**config.mk**
```make
export PLATFORM = sky130hd
export DESIGN_NAME = mem_access_unit
export DESIGN_NICKNAME = d
export VERILOG_FILES = /design/src/rtl/mem_access_pkg.sv /design/src/rtl/mem_timeout_counter.sv /design/src/rtl/mem_access_unit.sv
export SDC_FILE = /design/constraint.sdc
export NUM_CORES = 1
export LEC_CHECK = 0
export CAP_MARGIN = 20
export CORE_MARGIN = 4
export CORE_UTILIZATION = 40
export DETAILED_ROUTE_END_ITERATION = 6
export GPL_ROUTABILITY_DRIVEN = 0
export PLACE_DENSITY = 0.8
export SLEW_MARGIN = 10
export SYNTH_ARGS = -nofsm -noshare
export SYNTH_HDL_FRONTEND = slang
export SYNTH_HIERARCHICAL = 1
export SYNTH_SLANG_ARGS = --single-unit
```
**constraint.sdc**
```tcl
create_clock -name clock -period 2.01 [get_ports clock]
set_clock_uncertainty 0.05 [all_clocks]
set_input_delay 0.3015 -clock clock [delete_from_list [all_inputs] [get_ports clock]]
set_output_delay 0.3015 -clock clock [all_outputs]
set_load 0.1 [all_outputs]
```
**src/rtl/mem_access_pkg.sv**
```systemverilog
// Shared types and defaults for the data-memory bus interface.
package mem_access_pkg;
  localparam int DATA_W_DEF  = 16;
  localparam int ADDR_W_DEF  = 16;
  localparam int TIMEOUT_DEF = 255;
  localparam int CNT_W_DEF   = 8;

  typedef enum logic [1:0] {
    IDLE = 2'd0,
    ADDR = 2'd1,
    RESP = 2'd2,
    DONE = 2'd3
  } state_t;
endpackage

```
**src/rtl/mem_timeout_counter.sv**
```systemverilog
// Wait-cycle counter for bus accesses; hit flags the last permitted cycle.
module mem_timeout_counter
  import mem_access_pkg::*;
#(
  parameter int CNT_W   = CNT_W_DEF,
  parameter int TIMEOUT = TIMEOUT_DEF
) (
  input  logic clock,
  input  logic rst,
  input  logic clear,
  input  logic enable,
  output logic hit
);
  logic [CNT_W-1:0] cnt;

  always_ff @(posedge clock or negedge rst) begin
    if (!rst) begin
      cnt <= '0;
    end else if (clear) begin
      cnt <= '0;
    end else if (enable) begin
      cnt <= cnt + CNT_W'(1);
    end
  end

  // cnt is 0 on the first waiting cycle, so TIMEOUT-1 marks the TIMEOUT-th cycle.
  assign hit = enable && (cnt == CNT_W'(TIMEOUT - 1));
endmodule

```
**src/rtl/mem_access_unit.sv**
```systemverilog
// Data-memory bus interface: one load/store at a time, valid/ready request, stall while busy.
// Optional abort of stuck accesses when MEM_TIMEOUT_EN is defined.
module mem_access_unit
  import mem_access_pkg::*;
#(
  parameter int DATA_W  = DATA_W_DEF,
  parameter int ADDR_W  = ADDR_W_DEF,
  parameter int TIMEOUT = TIMEOUT_DEF,
  parameter int CNT_W   = CNT_W_DEF
) (
  input  logic              clock,
  input  logic              rst,
  input  logic              mem_req,
  input  logic              mem_we,
  input  logic [ADDR_W-1:0] mem_addr,
  input  logic [DATA_W-1:0] mem_wdata,
  output logic [DATA_W-1:0] mem_rdata,
  output logic              mem_done,
  output logic              mem_stall,
  output logic              bus_valid,
  output logic              bus_we,
  output logic [ADDR_W-1:0] bus_addr,
  output logic [DATA_W-1:0] bus_wdata,
  input  logic              bus_ready,
  input  logic              bus_rvalid,
  input  logic [DATA_W-1:0] bus_rdata,
  output logic              err,
  output state_t            state
);
  // Handshake: a request is transferred on a cycle where bus_valid && bus_ready;
  // bus_valid, bus_we, bus_addr and bus_wdata stay constant from assertion until that cycle.
  logic timeout_hit;
  logic done_q;
  logic err_q;

  if (2 ** CNT_W <= TIMEOUT) begin : g_cnt_w_check
    $error("CNT_W too narrow for TIMEOUT");
  end

`ifdef MEM_TIMEOUT_EN
  mem_timeout_counter #(
    .CNT_W   (CNT_W),
    .TIMEOUT (TIMEOUT)
  ) u_timeout (
    .clock  (clock),
    .rst    (rst),
    .clear  ((state == IDLE) && mem_req),
    .enable ((state == ADDR) || (state == RESP)),
    .hit    (timeout_hit)
  );
`else
  assign timeout_hit = 1'b0;
`endif

  always_ff @(posedge clock or negedge rst) begin
    if (!rst) begin
      state     <= IDLE;
      bus_valid <= 1'b0;
      bus_we    <= 1'b0;
      bus_addr  <= '0;
      bus_wdata <= '0;
      mem_rdata <= '0;
      done_q    <= 1'b0;
      err_q     <= 1'b0;
    end else begin
      done_q <= 1'b0;
      err_q  <= 1'b0;
      case (state)
        IDLE: begin
          if (mem_req) begin
            bus_we    <= mem_we;
            bus_addr  <= mem_addr;
            bus_wdata <= mem_wdata;
            bus_valid <= 1'b1;
            state     <= ADDR;
          end
        end
        ADDR: begin
          // A completed handshake takes priority over an abort on the same cycle.
          if (bus_ready) begin
            bus_valid <= 1'b0;
            if (bus_we) begin
              state  <= DONE;
              done_q <= 1'b1;
            end else if (bus_rvalid) begin
              mem_rdata <= bus_rdata;
              state     <= DONE;
              done_q    <= 1'b1;
            end else begin
              state <= RESP;
            end
          end else if (timeout_hit) begin
            bus_valid <= 1'b0;
            state     <= DONE;
            done_q    <= 1'b1;
            err_q     <= 1'b1;
          end
        end
        RESP: begin
          if (bus_rvalid) begin
            mem_rdata <= bus_rdata;
            state     <= DONE;
            done_q    <= 1'b1;
          end else if (timeout_hit) begin
            state  <= DONE;
            done_q <= 1'b1;
            err_q  <= 1'b1;
          end
        end
        DONE: state <= IDLE;
        default: state <= IDLE;
      endcase
    end
  end

  assign mem_done  = done_q;
  assign err       = err_q;
  assign mem_stall = rst && (((state == IDLE) && mem_req) || (state == ADDR) || (state == RESP));
endmodule

```
======== Word-level counts from Yosys, hierarchy flattened ========
Index checks and enable logic that the tools add are counted.
W data, S select, Z words.
cells by class
  equality and inequality tests ........... 7
  reductions and logical operators ........ 11
  multiplexer cells ....................... 17
operators by type and width
  kind                  count
  $mux W16              3
  $pmux W16 S2          1
  $reduce_and A3 Y1     3
  $ne A2 B2 Y1 const B  4
  $pmux W2 S4           1
  $mux W1               7
  $mux W2               3
  $eq A2 B2 Y1 const B  2
  $pmux W1 S2           2
  $reduce_bool A2 Y1    2
  $eq A2 B1 Y1 const B  1
  $logic_and A1 B1 Y1   2
  $logic_not A2 Y1      1
  $logic_or A1 B1 Y1    2
  $reduce_and A2 Y1     1
word-level totals
  flip-flop bits (word level) ............. 53
  logic and storage cells ................. 42
  bits of input ports ..................... 54
  output and inout bits ................... 55

======== Longest topological paths before layout ========
  word-level depth ........................ 5
  gate-level depth with buffers ........... 6
  gate-level depth less buffers ........... 5

======== Worst setup path before layout ========
Ideal clock, no wire load.
  kind .................................... register to output
  from .................................... register state[0]
  to ...................................... output mem_stall
  data arrival time ....................... 2400 ps
  required time ........................... 1659 ps
  path slack .............................. -741 ps
  stages on the path, launching flop included .. 7
  path buffers ............................ 2
  cells stage by stage .................... dfrtp_1 -> inv_1 -> ha_1 -> and2_1 -> buf_6 -> buf_6 -> o31a_1
between the ends
  word-level cells in the longest chain between the ends .. 5
  elaborated cells on any way between the ends .. 7
  those cells by class .................... eq/ne (2); reduce/logical (5)
ends and longest elaborated chain
  item                    RTL line                RTL
  from (decl)             mem_access_unit.sv:28   output state_t state
  from (signal assigned)  mem_access_unit.sv:57   state <= IDLE;
  from (signal assigned)  mem_access_unit.sv:75   state <= ADDR;
  from (signal assigned)  mem_access_unit.sv:83   state <= DONE;
  $logic_not A2 Y1        mem_access_unit.sv:118  assign mem_stall = rst && (((state == IDLE) && mem_req) || (state == ADDR) || (state == RESP));
  $logic_and A1 B1 Y1     mem_access_unit.sv:118
  $logic_or A1 B1 Y1      mem_access_unit.sv:118
  $logic_or A1 B1 Y1 *    mem_access_unit.sv:118
  $logic_and A1 B1 Y1 *   mem_access_unit.sv:118
  to (decl)               mem_access_unit.sv:19   output logic mem_stall,
Mark *: on every way between the ends. The rest lies on a longest branch, timed or not.

======== Worst setup path in the final report ========
  from .................................... register state[1]
  to ...................................... output mem_stall
The elaborated chain is that of the path after synthesis.

==> impl_metrics.toml <==
[status]
outcome = "finished, final reports clean"

[sta]
slew_violations = 0
slew_headroom_pct = 56.5
post-route-min-period_ps = 1970
worst_pin_slew_ps = 652
worst_hold_slack_ps = 93.9
timing.final.crit_share_pct = 98.1
hold_viol = 0
clock.fmax_mhz = 507
rsz0062_at_grt = "false"
setup_viol = 0
layout_setup_ws_ps = 37.9

[clock_network]
clock_sinks = 53
cts_hold_buf = 0
cts.reportedPaths.clkPinSlew_ps = 90
clkLatencyLatePin_ps = 300
cts_max_level = 2
cts_resized = 0
cts_buffers = 5
clockBufferDepth = 2
cts_root_buf = "clkbuf_8"
tritoncts = "yes"

[cells_and_area]
drive_above_1_share_pct = 51.2
layout.nets = 311
final_common_cell = "buf_4"
antenna_cells = 0
layout_common_cells = "buf_4, clkdlybuf4s50_1, dfrtp_1"
synthToLayoutAreaGrowth_pct = 54.3
final_util_pct = 65.3

[global_route]
grt_usage_pct = 15.8
grt_pass1_wl_mm = 7.95
grt_max_degree = 54
antenna_found_initial = 0
overflow = 0
first_global_vias = 1667

[setup_path]
end_kind = "primary output"
rr_endpoint = "mem_rdata[1]$_DFFE_PN0P_"
crit_type = "flip-flop to primary output"
rr_worst_depth = 5
critPathLaunchType = "flip-flop"
required_ps = 1660
cp_slowest_cell = "dfrtp_4"
path_cells = "inv_4 -> ha_4 -> and2_4 -> o31a_4 -> buf_12"
regToRegSetupSlack_ps = 220
crit_path_max_fanout = 4
cp.arrival_ps = 1620
worstReg2RegStart = "state[0]$_DFFE_PN0P_"
cp_top_family = "flip-flops"
slowest_delay_ps = 460
cp_num_buf_inv = 2
crit_start = "state[1]$_DFFE_PN0P_"

[drt]
wire_per_inst_um = 15.4
drc = 0
vias = 1525
first_pass_iters = 4
wl_mm = 4.99
drtAntennaViolNets = 0
viasPerCell = 4.71
first_iter_violations = 25

[synth]
synth_area_per_cell_um2 = 16.2
yosysWarnings = 6
syn_inst = 136
netlist_area_um2 = 2200
syn_nets = 194
yosysSeqAreaShare_pct = 60.2
synth-seq-cells = 53
ys_types = 24

[run]
maxCapViolations = 0

[floorplan]
die_x_um = 82.2
start_util_pct = 42.3
rows = 26
die-height_um = 82.2
core_um2 = 5200
io_pins = 109
die-area_um2 = 6760

[placement]
port_buffers = 107
dp_hpwl_mm = 3.76
pre_cts_slack_ps = 212

[min_path]
hold_path.class = "primary input to asynchronous set/reset pin"
## through the flow
stage                     area [um^2]  instances  setup TNS (ps)
after floorplan                  2240        136           -51.9
after global placement           3240        310               0
after detailed placement         3240        310               0
after CTS                        3380        322               0
after global routing             3400        324               0
final                            3400        324               0
## how the worst max path moves through the flow
stage                                          end  slack [ps]  depth (start not counted)
final                                    mem_stall          40                          5
after CTS                                mem_stall          10                          5
after global placement                   mem_stall         250                          4
after floorplan                          mem_stall         -50                          6
after detailed placement  mem_rdata[1]$_DFFE_PN0P_         210                          5
after global routing                     mem_stall           3                          5
## layer usage
metal | share of wire (%) | routed length (um) | track usage [%] | up-vias
met2 | 48 | 2380 | 26.8 | 77
met5 | 0 | 0 | 0 | -
li1 | - | - | - | 707
met1 | 39 | 1920 | 17.8 | 735
met4 | 1.4 | 70 | 5.15 | 0
met3 | 12 | 621 | 6.94 | 6
## layout make-up
class / count / area (um^2)
sequential: 53 / 1330
fill: 424 / 1810
clock inverter: 2 / 35.0
timing repair buffer: 116 / 1040
clock buffer: 6 / 72.6
inverter: 3 / 16.3
multi-input combinational: 74 / 816
tap: 70 / 87.6
## cells by family after synthesis
family          count (synthesis)  share of synthesized area [%]
compound gates                  8                           2.95
fa+ha+maj                       4                           2.27
other cells                     1                          0.170
flops                          53                           60.2
mux                            51                           27.7
buf+inv                         9                           3.81
simple gates                   10                           2.84
## what timing repair did
item                       4_1_cts  5_1_grt
setup endpoints to repair        1        1
buffers inserted                 4        2
pin swaps                        0        1
## worst register-to-register path, delay by kind of cell, from the launching register on
| family | cells | cell delay, ps |
|---|---|---|
| mux | 1 | 350 |
| compound gates | 1 | 160 |
| fa+ha+maj | 1 | 260 |
| buf+inv | 2 | 350 |
| flops | 1 | 520 |
## cell usage after synthesis (all sizes together)
cell	n	share of area (%)
a21boi	1	0.34
a21oi	1	0.74
a41oi	1	0.40
and2	1	0.28
and3	1	0.28
buf	6	3.3
conb	1	0.17
dfrtp	53	60
ha	4	2.3
inv	3	0.51
mux2	50	27
mux2i	1	0.45
nand2	2	0.34
nand2b	4	1.5
nor2	1	0.17
o21ai	3	0.68
o22a	1	0.40
o31a	1	0.40
or2	1	0.28
## state kept, by name (all words and copies together) (netlist names)
name and count:
bus_addr 16, bus_wdata 16, mem_rdata 16, state 2, bus_valid 1, bus_we 1, mem_done 1
Power is left out: the tool's default activity adds up to more than one toggle a clock period on the data nets, which glitch-free logic cannot reach.
